--- src/rtl/fact_host.sv ---
// -----------------------------------------------------------------------------
// fact_host
//
// Initiator-side front end for the factorial accelerator. The MIPS core sees a
// 4-word register window (N, CTRL, STATUS, RESULT). A GO write launches one
// transaction: the block pulses Go for one cycle, then waits for Done and
// captures Result/Error. A cycle-count timeout aborts the wait if the
// accelerator never answers.
//
// Optional build macro: FACT_HOST_IRQ_EN
//   When defined, an interrupt enable bit (CTRL bit 1) and an IRQ output
//   (done & ien) are added. A=1 then reads {ien, Busy}.
//
// Ports:
//   CLK     in   system clock, rising edge
//   RST_N   in   asynchronous active-low reset
//   WE      in   bus write enable
//   A       in   word address: 0=N, 1=CTRL, 2=STATUS, 3=RESULT
//   WD      in   bus write data
//   RD      out  bus read data, combinational from A
//   Go      out  one-cycle start strobe to the accelerator
//   N       out  operand to the accelerator
//   Done    in   accelerator completion pulse
//   Error   in   accelerator overflow flag (may pulse before Done)
//   Result  in   accelerator product, valid while Done=1
//   Busy    out  high while a transaction is in flight
//   IRQ     out  (FACT_HOST_IRQ_EN only) done & ien
// -----------------------------------------------------------------------------
module fact_host #(
    parameter int DATA_W      = 32,
    parameter int N_W         = 4,
    parameter int TIMEOUT_CYC = 64
) (
    input  logic              CLK,
    input  logic              RST_N,
    input  logic              WE,
    input  logic [1:0]        A,
    input  logic [DATA_W-1:0] WD,
    output logic [DATA_W-1:0] RD,
    output logic              Go,
    output logic [N_W-1:0]    N,
    input  logic              Done,
    input  logic              Error,
    input  logic [DATA_W-1:0] Result,
    output logic              Busy
`ifdef FACT_HOST_IRQ_EN
    ,
    output logic              IRQ
`endif
);

    // One extra bit so the counter can never wrap inside a transaction.
    localparam int TMR_W = $clog2(TIMEOUT_CYC) + 1;

    typedef enum logic [1:0] {
        S_IDLE  = 2'd0,
        S_START = 2'd1,
        S_WAIT  = 2'd2
    } state_t;

    state_t              state_q, state_d;
    logic [N_W-1:0]      n_q, n_d;
    logic [DATA_W-1:0]   result_q, result_d;
    logic                done_q, done_d;
    logic                err_q, err_d;
    logic                tmo_q, tmo_d;
    logic                err_seen_q, err_seen_d;
    logic [TMR_W-1:0]    timer_q, timer_d;
    logic                go_q, go_d;
`ifdef FACT_HOST_IRQ_EN
    logic                ien_q, ien_d;
`endif

    logic wr_n, wr_ctrl, wr_stat;
    logic unused_wd;

    assign wr_n    = WE && (A == 2'd0);
    assign wr_ctrl = WE && (A == 2'd1);
    assign wr_stat = WE && (A == 2'd2);

    // Only the low bits of the bus word carry meaning for this block.
    assign unused_wd = ^WD;

    always_comb begin
        state_d    = state_q;
        n_d        = n_q;
        result_d   = result_q;
        done_d     = done_q;
        err_d      = err_q;
        tmo_d      = tmo_q;
        err_seen_d = err_seen_q;
        timer_d    = timer_q;
`ifdef FACT_HOST_IRQ_EN
        ien_d      = ien_q;
        // Interrupt enable is writable even mid-transaction.
        if (wr_ctrl) begin
            ien_d = WD[1];
        end
`endif

        // W1C is applied first so that a Done capture in the same cycle
        // (below) overrides it.
        if (wr_stat) begin
            if (WD[0]) done_d = 1'b0;
            if (WD[1]) err_d  = 1'b0;
            if (WD[2]) tmo_d  = 1'b0;
        end

        case (state_q)
            S_IDLE: begin
                if (wr_n) begin
                    n_d = WD[N_W-1:0];
                end
                if (wr_ctrl && WD[0]) begin
                    done_d     = 1'b0;
                    err_d      = 1'b0;
                    tmo_d      = 1'b0;
                    err_seen_d = 1'b0;
                    timer_d    = '0;
                    state_d    = S_START;
                end
            end
            S_START: begin
                state_d = S_WAIT;
            end
            S_WAIT: begin
                timer_d = timer_q + 1'b1;
                if (Error) begin
                    err_seen_d = 1'b1;
                end
                // Done takes priority over a timeout landing in the same cycle.
                if (Done) begin
                    result_d = Result;
                    done_d   = 1'b1;
                    err_d    = err_seen_q | Error;
                    state_d  = S_IDLE;
                end else if (timer_q == TMR_W'(TIMEOUT_CYC - 1)) begin
                    tmo_d   = 1'b1;
                    done_d  = 1'b1;
                    state_d = S_IDLE;
                end
            end
            default: begin
                state_d = S_IDLE;
            end
        endcase

        // Go is registered: high exactly while the FSM sits in START.
        go_d = (state_d == S_START);
    end

    always_ff @(posedge CLK or negedge RST_N) begin
        if (!RST_N) begin
            state_q    <= S_IDLE;
            n_q        <= '0;
            result_q   <= '0;
            done_q     <= 1'b0;
            err_q      <= 1'b0;
            tmo_q      <= 1'b0;
            err_seen_q <= 1'b0;
            timer_q    <= '0;
            go_q       <= 1'b0;
`ifdef FACT_HOST_IRQ_EN
            ien_q      <= 1'b0;
`endif
        end else begin
            state_q    <= state_d;
            n_q        <= n_d;
            result_q   <= result_d;
            done_q     <= done_d;
            err_q      <= err_d;
            tmo_q      <= tmo_d;
            err_seen_q <= err_seen_d;
            timer_q    <= timer_d;
            go_q       <= go_d;
`ifdef FACT_HOST_IRQ_EN
            ien_q      <= ien_d;
`endif
        end
    end

    assign Go   = go_q;
    assign N    = n_q;
    assign Busy = (state_q != S_IDLE);
`ifdef FACT_HOST_IRQ_EN
    assign IRQ  = done_q & ien_q;
`endif

    always_comb begin
        RD = '0;
        case (A)
            2'd0: RD[N_W-1:0] = n_q;
            2'd1: begin
                RD[0] = Busy;
`ifdef FACT_HOST_IRQ_EN
                RD[1] = ien_q;
`endif
            end
            2'd2: RD[2:0] = {tmo_q, err_q, done_q};
            default: RD = result_q;
        endcase
    end

endmodule

--- config.mk ---
export PLATFORM = sky130hd
export DESIGN_NAME = fact_host
export DESIGN_NICKNAME = d
export VERILOG_FILES = /design/src/rtl/fact_host.sv
export SDC_FILE = /design/constraint.sdc
export NUM_CORES = 1
export LEC_CHECK = 0
export ABC_AREA = 1
export CAP_MARGIN = 20
export CORE_MARGIN = 3
export CORE_UTILIZATION = 30
export DETAILED_ROUTE_END_ITERATION = 8
export RECOVER_POWER = 50
export SLEW_MARGIN = 10
export SYNTH_ARGS = -nofsm -noshare
export SYNTH_HDL_FRONTEND = slang
export SYNTH_SLANG_ARGS = --single-unit
--- constraint.sdc ---
create_clock -name CLK -period 1.7 [get_ports CLK]
set_input_delay 0.425 -clock CLK [delete_from_list [all_inputs] [get_ports CLK]]
set_output_delay 0.425 -clock CLK [all_outputs]
set_load 0.005 [all_outputs]
==> results of run 1 <==
==> per-stage QoR <==
| step | hold WS [ns] | total power (W) |
|---|---|---|
| finish | 0.474 | 0.00336 |
| global route | 0.535 | 0.00361 |
| CTS | 0.116 | 0.00343 |
| detailed placement | 0.444 | 0.00263 |
| global placement | 0.448 | 0.00260 |
| floorplan | 0.129 | 0.00212 |
==> layout make-up <==
class / instances / area (µm²) / area share, %
flip-flops and latches: 50 / 1250 / 36.6
repair buffers: 102 / 926 / 27.1
multi-input cells: 185 / 847 / 24.8
inverters: 43 / 164 / 4.80
well taps: 99 / 124 / 3.62
clock buffers: 7 / 76.3 / 2.23
clock inverters: 1 / 30.0 / 0.878
==> layout by cell type (no fill, tap or decap), types with 2 or more instances in the layout <==
master	instances
nand4_1	5
clkbuf_1	4
inv_2	3
nand2_1	45
dlygate4sd3_1	2
nand3_1	22
dlygate4sd2_1	19
buf_2	2
clkbuf_2	11
o21ai_0	2
nor2_1	65
inv_1	39
a21oi_1	32
nor2_2	2
nor2_4	2
clkdlybuf4s50_1	41
clkdlybuf4s15_1	4
dfrtp_1	50
o21ai_1	3
buf_4	14
clkbuf_4	2
buf_12	2
clkbuf_8	5
==> metal layers <==
metal	routed length, µm	vias to the layer above
li1	-	1088
met1	2860	976
met2	2680	66
met3	328	3
met4	27	0
met5	0	-
==> registers in the layout, indices dropped and copies added, names as in the netlist <==
name,flops
result_q,32
timer_q,7
N,4
state_q,2
Go,1
done_q,1
err_q,1
err_seen_q,1
tmo_q,1
==> where the power goes <==
part	leakage (nW)	internal, W	switching [W]
Combinational	1.19	0.000441	0.000439
Clock	0.0524	0.000441	0.000381
Sequential	0.586	0.00151	0.000146
==> kinds of logic (layout without fill, tap and decap cells) <==
group / count (synthesis) / count (layout)
AOI/OAI and AO/OA: 41 / 41
adders and majority gates: 1 / 1
buffers and inverters: 55 / 153
DFF: 50 / 50
and+or+nand+nor: 143 / 143
==> cells in the mapped netlist <==
cell	number	area, µm²
nor2_4	2	22.5
nor3b_1	1	7.51
buf_2	11	55.1
dfrtp_1	50	1250
a21oi_1	32	160
nand3_1	21	105
clkbuf_1	1	3.75
o21ai_0	1	5.00
o211ai_1	1	7.51
inv_2	4	15.0
nor2_2	3	18.8
a22o_1	1	8.76
o21bai_1	1	7.51
nand2_2	1	6.26
o2bb2ai_1	1	8.76
ha_1	1	12.5
nor2_1	64	240
nand3_2	1	10.0
o21ai_1	4	20.0
inv_1	39	146
nand2_1	45	169
nand4_1	5	31.3
==> repair_timing <==
| action | in CTS | in global routing |
|---|---|---|
| hold buffers | 0 | 0 |
| setup buffers | 3 | 0 |
| resized for setup | 51 | 24 |
| endpoints found under the setup margin | 33 | 15 |
| gates cloned | 1 | 0 |
| pin swaps | 2 | 0 |
==> worst max-delay path, delay by kind of cell <==
kind / cells / cell delay, ns
AND/OR/NAND/NOR: 2 / 0.14
buffers and inverters: 3 / 0.68
==> final timing paths <==
path | slack, ns | depth (start not counted) | endpoint | startpoint
min in group CLK | 0.49 | 2 | result_q[3] | result_q[3]
worst max-delay path | 0.03 | 5 | RD[8] | A[0]
worst min-delay path | 0.47 | 2 | done_q | RST_N
max in group asynchronous | 0.49 | 2 | timer_q[1] | RST_N
worst min register to register | 0.49 | 2 | result_q[3] | result_q[3]
worst max register to register | 0.15 | 9 | err_q | state_q[0]
==> results.cfg, run 1 <==
[cts]
clk_latency_ns = 0.30
numCtsBuffers = 5
clk_pin_slew_ns = 0.09
clk_path_buf_depth = 2
cts_sinks = 50
h-tree-depth = 2
cts_root_buf = clkbuf_8
cts_tree = yes

[final_layout]
final_area_um2 = 3420
drive_gt1_share_pct = 12.4
fin_cells = 487
layout.nets = 459
post-route-util_pct = 46.4
area_delta_synth_final_pct = 47.8
num_antenna_cells = 0
fillers = 760

[floorplanning]
start_util_pct = 31.4
core_um2 = 7370
dieHeight_um = 93.8
die_width_um = 93.8
io_pins = 109
rows = 31
fp.dieArea_um2 = 8800

[global_route]
grt_use_met1_pct = 19.2
grt_pass1_wl_um = 9940
antenna_found_initial = 0
track_usage_pct = 14.0
grt_pass1_vias = 2163
overflow = 0
use_met3_pct = 3.04
met2_usage_pct = 22.9
grt_max_degree = 51
grt-busiest-layer = met2

[sta]
period_share_pct = 98.1
tns_ns = 0
worstMarginPinSlew_ns = 1.24
setup_ws_ns = 0.0322
setup_violations = 0
fin_skew_ns = 0.00792
finalCriticalPeriod_ns = 1.67
relSlewSlack_pct = 17.6
fmax_mhz = 600
rsz0062_at_grt = false
finalMaxSlewViolations = 0
finalHoldViolCount = 0

[setup_path]
cp_max_fo = 14
start_kind = input port
max_stage_delay_ns = 0.28
crit_path_cell_trace = buf_4, nand2_8, bufbuf_16, nor2_1, dlygate4sd2_1
worst_setup_path_end_kind = output pin
cp.required_ns = 1.27
crit_slowest_cell = bufbuf_16
crit_arrival_ns = 1.24
critPathKind = in2out

[power_and_ir_drop]
p_leak_nw = 1.83
ir_drop_uv = 381
power_density_nw_per_um2 = 982

[route]
postRouteAntennaNets = 0
firstDrtPassIters = 4
totalWireLength_um = 5900
vias = 2133
viasPerCell = 4.38
drc = 0
drt_iter0_drc = 71
wl_per_cell_um = 12.1

[job]
max_cap_violations = 0

[logic_synthesis]
ys_seq_elements = 50
yosys_warnings = 0
synth_top_family_by_area = simple AND/OR/NAND/NOR gates
yosysSeqAreaShare_pct = 54.1
synth_cells = 290
synthSimpleGateAreaFrac_pct = 26.4
synthAdderAreaFrac_pct = 0.541
synth_fp_nets = 362
synth_cell_types = 22
syn_area_per_cell_um2 = 7.97
synth_xor_area_share_pct = 0
netlist_area_um2 = 2310
synth_compound_area_share_pct = 9.42
muxShareOfSynthArea_pct = 0

[placed_design]
dp_hpwl_um = 4220
dp_cells = 475
post-place-ws_ns = -0.685
place.gp.congestion = 0.899
placed_area_um2 = 3360
numPortBuffers = 80

[status]
status = finished clean

[hold_path]
min_path_type = in2async
No activity file was read; power rests on OpenSTA's default activity.
==> run 2, diff against run 1 <==
--- a/config.mk
+++ b/config.mk
@@ -7,7 +7,6 @@
 export LEC_CHECK = 0
 export ABC_AREA = 1
 export CAP_MARGIN = 20
-export CORE_MARGIN = 3
 export CORE_UTILIZATION = 30
 export DETAILED_ROUTE_END_ITERATION = 8
 export RECOVER_POWER = 50
==> run 2 against run 1 <==
Against the previous run: worst setup slack gained 0.039 ns; cell count fell by 0.21%; global-route usage grew 1.0 points; die area fell by 8.3%; highest routed layer unchanged; power grew 5.6%; design area up 1.4%; register-to-register slack improved by 0.22 ns; sequential cell count unchanged; first-iteration DRC count shrank 11%; sequential power barely moved; non-clock buffer count fell by 1; wire length decreased by 2.9%.
==> results.cfg, run 2 (synthesized netlist as in run 1, its figures left out) <==
[status]
status = finished clean

[route]
wl_per_cell_um = 11.8
postRouteAntennaNets = 0
firstDrtPassIters = 4
viasPerCell = 4.55
vias = 2212
drc = 0
drt_iter0_drc = 63
totalWireLength_um = 5730

[setup_path]
r2r-start = state_q[1]
cp_max_fo = 4
r2r_slack_ns = 0.37
reg2reg_depth = 7
crit_arrival_ns = 1.20
startpoint = A[1]
worst_setup_path_end_kind = output pin
cp.required_ns = 1.27
critPathKind = in2out
start_kind = input port
r2r_end = result_q[27]

[sta]
rsz0062_at_grt = false
period_share_pct = 95.8
setup_ws_ns = 0.0715
worstMarginPinSlew_ns = 1.24
finalCriticalPeriod_ns = 1.63
fmax_mhz = 614
setup_violations = 0
finalHoldViolCount = 0
tns_ns = 0
finalMaxSlewViolations = 0
fin_skew_ns = 0.00745
relSlewSlack_pct = 17.5

[cts]
clk_path_buf_depth = 2
numCtsBuffers = 5
h-tree-depth = 2
clk_pin_slew_ns = 0.09
clk_latency_ns = 0.30
cts_sinks = 50
cts_root_buf = clkbuf_8
cts_tree = yes

[global_route]
grt_max_degree = 51
grt_pass1_vias = 2134
track_usage_pct = 15.0
antenna_found_initial = 0
overflow = 0
grt_pass1_wl_um = 9870

[placed_design]
place.gp.congestion = 0.853
dp_hpwl_um = 4060
post-place-ws_ns = -0.709
dp_cells = 475
numPortBuffers = 80
placed_area_um2 = 3350

[final_layout]
layout.nets = 458
final_common_cell = nor2_1
largest-register = result_q
drive_gt1_share_pct = 10.3
fin_cells = 486
final_area_um2 = 3470
num_antenna_cells = 0
largest_reg_flops = 32
layout_common_cells = nor2_1, dfrtp_1, nand2_1, clkdlybuf4s50_1, inv_1
area_delta_synth_final_pct = 49.9

[job]
max_cap_violations = 0

[power_and_ir_drop]
p_leak_nw = 1.86
power_density_nw_per_um2 = 1020
ir_drop_uv = 459

[floorplanning]
die_width_um = 89.8
io_pins = 109
start_util_pct = 31.4
fp.dieArea_um2 = 8060
dieHeight_um = 89.8
rows = 31
core_um2 = 7370

[hold_path]
min_path_type = in2async
==> run 2: cell count changes in the layout (fill, tap and decap cells not counted), moves of 2 or more <==
| cell | delta |
|---|---|
| dlygate4sd2_1 | +11 |
| clkbuf_2 | -10 |
| clkbuf_1 | -2 |
| clkbuf_4 | -2 |
| buf_4 | +3 |
==> run 2: where the power goes <==
group	internal [W]	total (W)	switching [W]
sequential	0.00151	0.00165	0.000145
combinational	0.000441	0.000878	0.000437
clock	0.000627	0.00101	0.000387
total	0.00258	0.00355	0.000968
==> run 2: area by class of cell <==
type | instances | area (µm²)
flip-flops and latches | 50 | 1250
multi-input cells | 185 | 843
well taps | 99 | 124
inverters | 43 | 164
clock buffers | 6 | 82.6
fillers | 740 | 3900
clock inverters | 2 | 60.1
repair buffers | 101 | 941
==> run 2: repair_timing <==
item / CTS / global route
resized for setup: 55 / 0
setup endpoints to repair: 33 / 0
buffers inserted: 2 / 0
hold buffers: 0 / 0
==> run 2: routing by layer <==
metal  share of wire, %  routed length, µm  vias to the layer above  track usage [%]
met4               0.68                 39                        0             3.83
met3                5.4                311                        8             3.21
li1                   -                  -                     1099                -
met2                 45               2580                       75             24.4
met1                 49               2790                     1030             20.4
met5                  0                  0                        -                0
==> run 2: worst max-delay path, cell delays in order <==
cell and delay (ns):
buf_4 0.14, nand2_4 0.13, inv_4 0.06, a22o_1 0.19
dlygate4sd2_1 0.25
==> run 2: how the worst max path moves through the flow <==
| stage | to | slack (ns) | cells after the start |
|---|---|---|---|
| floorplan | RD[11] | 0.16 | 5 |
| global placement | RD[31] | -0.68 | 5 |
| detailed placement | RD[24] | -0.71 | 5 |
| CTS | RD[3] | 0.06 | 5 |
| global route | RD[0] | 0.002 | 5 |
| finish | RD[3] | 0.07 | 5 |
==> run 2: per-stage QoR <==
step	util, %	hold WS, ns	power, W
2_1_floorplan	-	0.129	0.00212
3_3_place_gp	45.4	0.442	0.00260
3_5_place_dp	45.4	0.445	0.00262
4_1_cts	47.5	0.111	0.00361
5_1_grt	47.0	0.533	0.00379
6_report	47.0	0.467	0.00355
==> run 3, diff against run 2 <==
==> constraint.sdc (replaced) <==
create_clock -name CLK -period 1.73 [get_ports CLK]
set_input_delay 0.4325 -clock CLK [delete_from_list [all_inputs] [get_ports CLK]]
set_output_delay 0.4325 -clock CLK [all_outputs]
set_load 0.005 [all_outputs]
==> run 3 against run 2 <==
Against the previous run: first-iteration DRC count grew 89%; count of clock-buffer cells in the layout fell by 1; non-clock buffer count is 6 higher; wire length is 0.44% lower; utilization is 0.49 points higher; critical path type unchanged; largest power group unchanged; highest routed layer unchanged.
==> results.cfg, run 3 (synthesized netlist as in run 1, its figures left out) <==
[setup_path]
r2r-start = state_q[1]
max_stage_delay_ns = 0.27
cp.required_ns = 1.30
crit_path_cell_trace = buf_12, nand2_8, buf_12, bufbuf_16, nor2_1, clkdlybuf4s15_2
critPathKind = in2out
reg2reg_depth = 10
crit_arrival_ns = 1.28
cp_max_fo = 14
worst_setup_path_end_kind = output pin
r2r_end = timer_q[2]
start_kind = input port
r2r_slack_ns = 0.12
critPathBufInv = 4
crit_top_cell = buf_12
critPathTopFamily = buffers and inverters
crit_slowest_cell = bufbuf_16

[global_route]
track_usage_pct = 14.9
antenna_found_initial = 0
grt_use_met1_pct = 20.0
grt_max_degree = 39
grt_pass1_wl_um = 9740
grt_pass1_vias = 2105
overflow = 0
grt-busiest-layer = met2
use_met3_pct = 3.13
met2_usage_pct = 24.6

[placed_design]
placed_area_um2 = 3350
numPortBuffers = 80
dp_hpwl_um = 4090
place.gp.congestion = 0.857

[route]
wl_per_cell_um = 11.6
postRouteAntennaNets = 0
totalWireLength_um = 5700
drc = 0
firstDrtPassIters = 4
vias = 2164
drt_iter0_drc = 119
viasPerCell = 4.40

[power_and_ir_drop]
ir_drop_uv = 409
p_total_w = 0.00335
p_leak_nw = 1.85
power_density_nw_per_um2 = 956

[floorplanning]
core_um2 = 7370
start_util_pct = 31.4
dieHeight_um = 89.8
io_pins = 109
die_width_um = 89.8
fp.dieArea_um2 = 8060
rows = 31

[sta]
finalHoldViolCount = 0
worstMarginPinSlew_ns = 1.48
relSlewSlack_pct = 1.34
setup_violations = 0
finalCriticalPeriod_ns = 1.72
fin_skew_ns = 0.0113
fmax_mhz = 583
rsz0062_at_grt = true
finalMaxSlewViolations = 0
period_share_pct = 99.2

[cts]
cts_root_buf = clkbuf_8
clk_path_buf_depth = 2
numCtsBuffers = 5
clk_latency_ns = 0.31
h-tree-depth = 2
cts_tree = yes
cts_sinks = 50
clk_pin_slew_ns = 0.10

[final_layout]
area_delta_synth_final_pct = 51.5
post-route-util_pct = 47.5
fillers = 736
final_area_um2 = 3500
layout_common_cells = nor2_1, dfrtp_1, nand2_1, clkdlybuf4s50_1, inv_1
final_common_cell = nor2_1
num_antenna_cells = 0
layout.nets = 464
drive_gt1_share_pct = 15.8
largest-register = result_q
largest_reg_flops = 32

[job]
max_cap_violations = 0

[status]
status = finished clean

[hold_path]
min_path_type = in2async
## run 3: cell count changes in the layout (fill, tap and decap cells not counted), sizes merged, moves of 3 or more
cell,previous run,this run
buf,22,30
clkbuf,9,13
clkdlybuf4s15,3,6
dlygate4sd2,30,18
## run 3: worst reg2reg max path, stage by stage (launching register included)
cell,delay [ns]
dfrtp_1,0.37
nor2_2,0.06
buf_4,0.13
buf_4,0.12
buf_4,0.12
buf_4,0.12
buf_4,0.13
nand2_1,0.11
nor2_4,0.06
buf_4,0.14
nor3b_1,0.16
## run 3: layout make-up
class / count / area [µm²] / area share [%]
repair buffers: 107 / 991 / 28.3
inverters: 43 / 161 / 4.61
clock inverters: 3 / 43.8 / 1.25
clock buffers: 5 / 68.8 / 1.96
flip-flops and latches: 50 / 1250 / 35.7
multi-input cells: 185 / 862 / 24.6
well taps: 99 / 124 / 3.54
## run 3: how the worst max path moves through the flow
| stage | startpoint | endpoint | slack (ns) | depth (start not counted) |
|---|---|---|---|---|
| final | A[1] | RD[13] | 0.01 | 6 |
| after global routing | A[1] | RD[18] | -0.02 | 6 |
| after CTS | A[1] | RD[15] | -0.005 | 6 |
| after detailed placement | A[1] | RD[9] | -0.68 | 5 |
| after global placement | A[1] | RD[18] | -0.66 | 5 |
| after floorplan | A[1] | RD[11] | 0.18 | 5 |
## run 3: routing by layer
metal,up-vias,part of all wire (%)
met5,-,0
met4,0,0.70
met3,6,5.9
met2,70,45
met1,987,49
li1,1101,-
## run 3: per-stage QoR
step                      hold slack [ns]  TNS (ns)  worst slack [ns]  instances
after global placement              0.466    -22.31            -0.663        476
after CTS                           0.141   -0.0148          -0.00504        491
after floorplan                     0.137         0             0.176        290
after detailed placement            0.468    -22.34            -0.682        476
after global routing                0.514    -0.103           -0.0248        492
final                               0.460         0            0.0136        492
## run 3: power breakdown
group | internal [W] | total [W] | switching (W)
Combinational | 0.000455 | 0.000894 | 0.000439
Clock | 0.000434 | 0.000834 | 0.000400
Sequential | 0.00148 | 0.00162 | 0.000140
Total | 0.00237 | 0.00335 | 0.000978
## run 3: what timing repair did
action / 4_1_cts / 5_1_grt
hold endpoints to repair: 0 / 0
gates cloned: 1 / 0
endpoints found under the setup margin: 33 / 10
resized for setup: 83 / 9
hold buffers: 0 / 0
buffers inserted: 6 / 1
pin swaps: 3 / 1
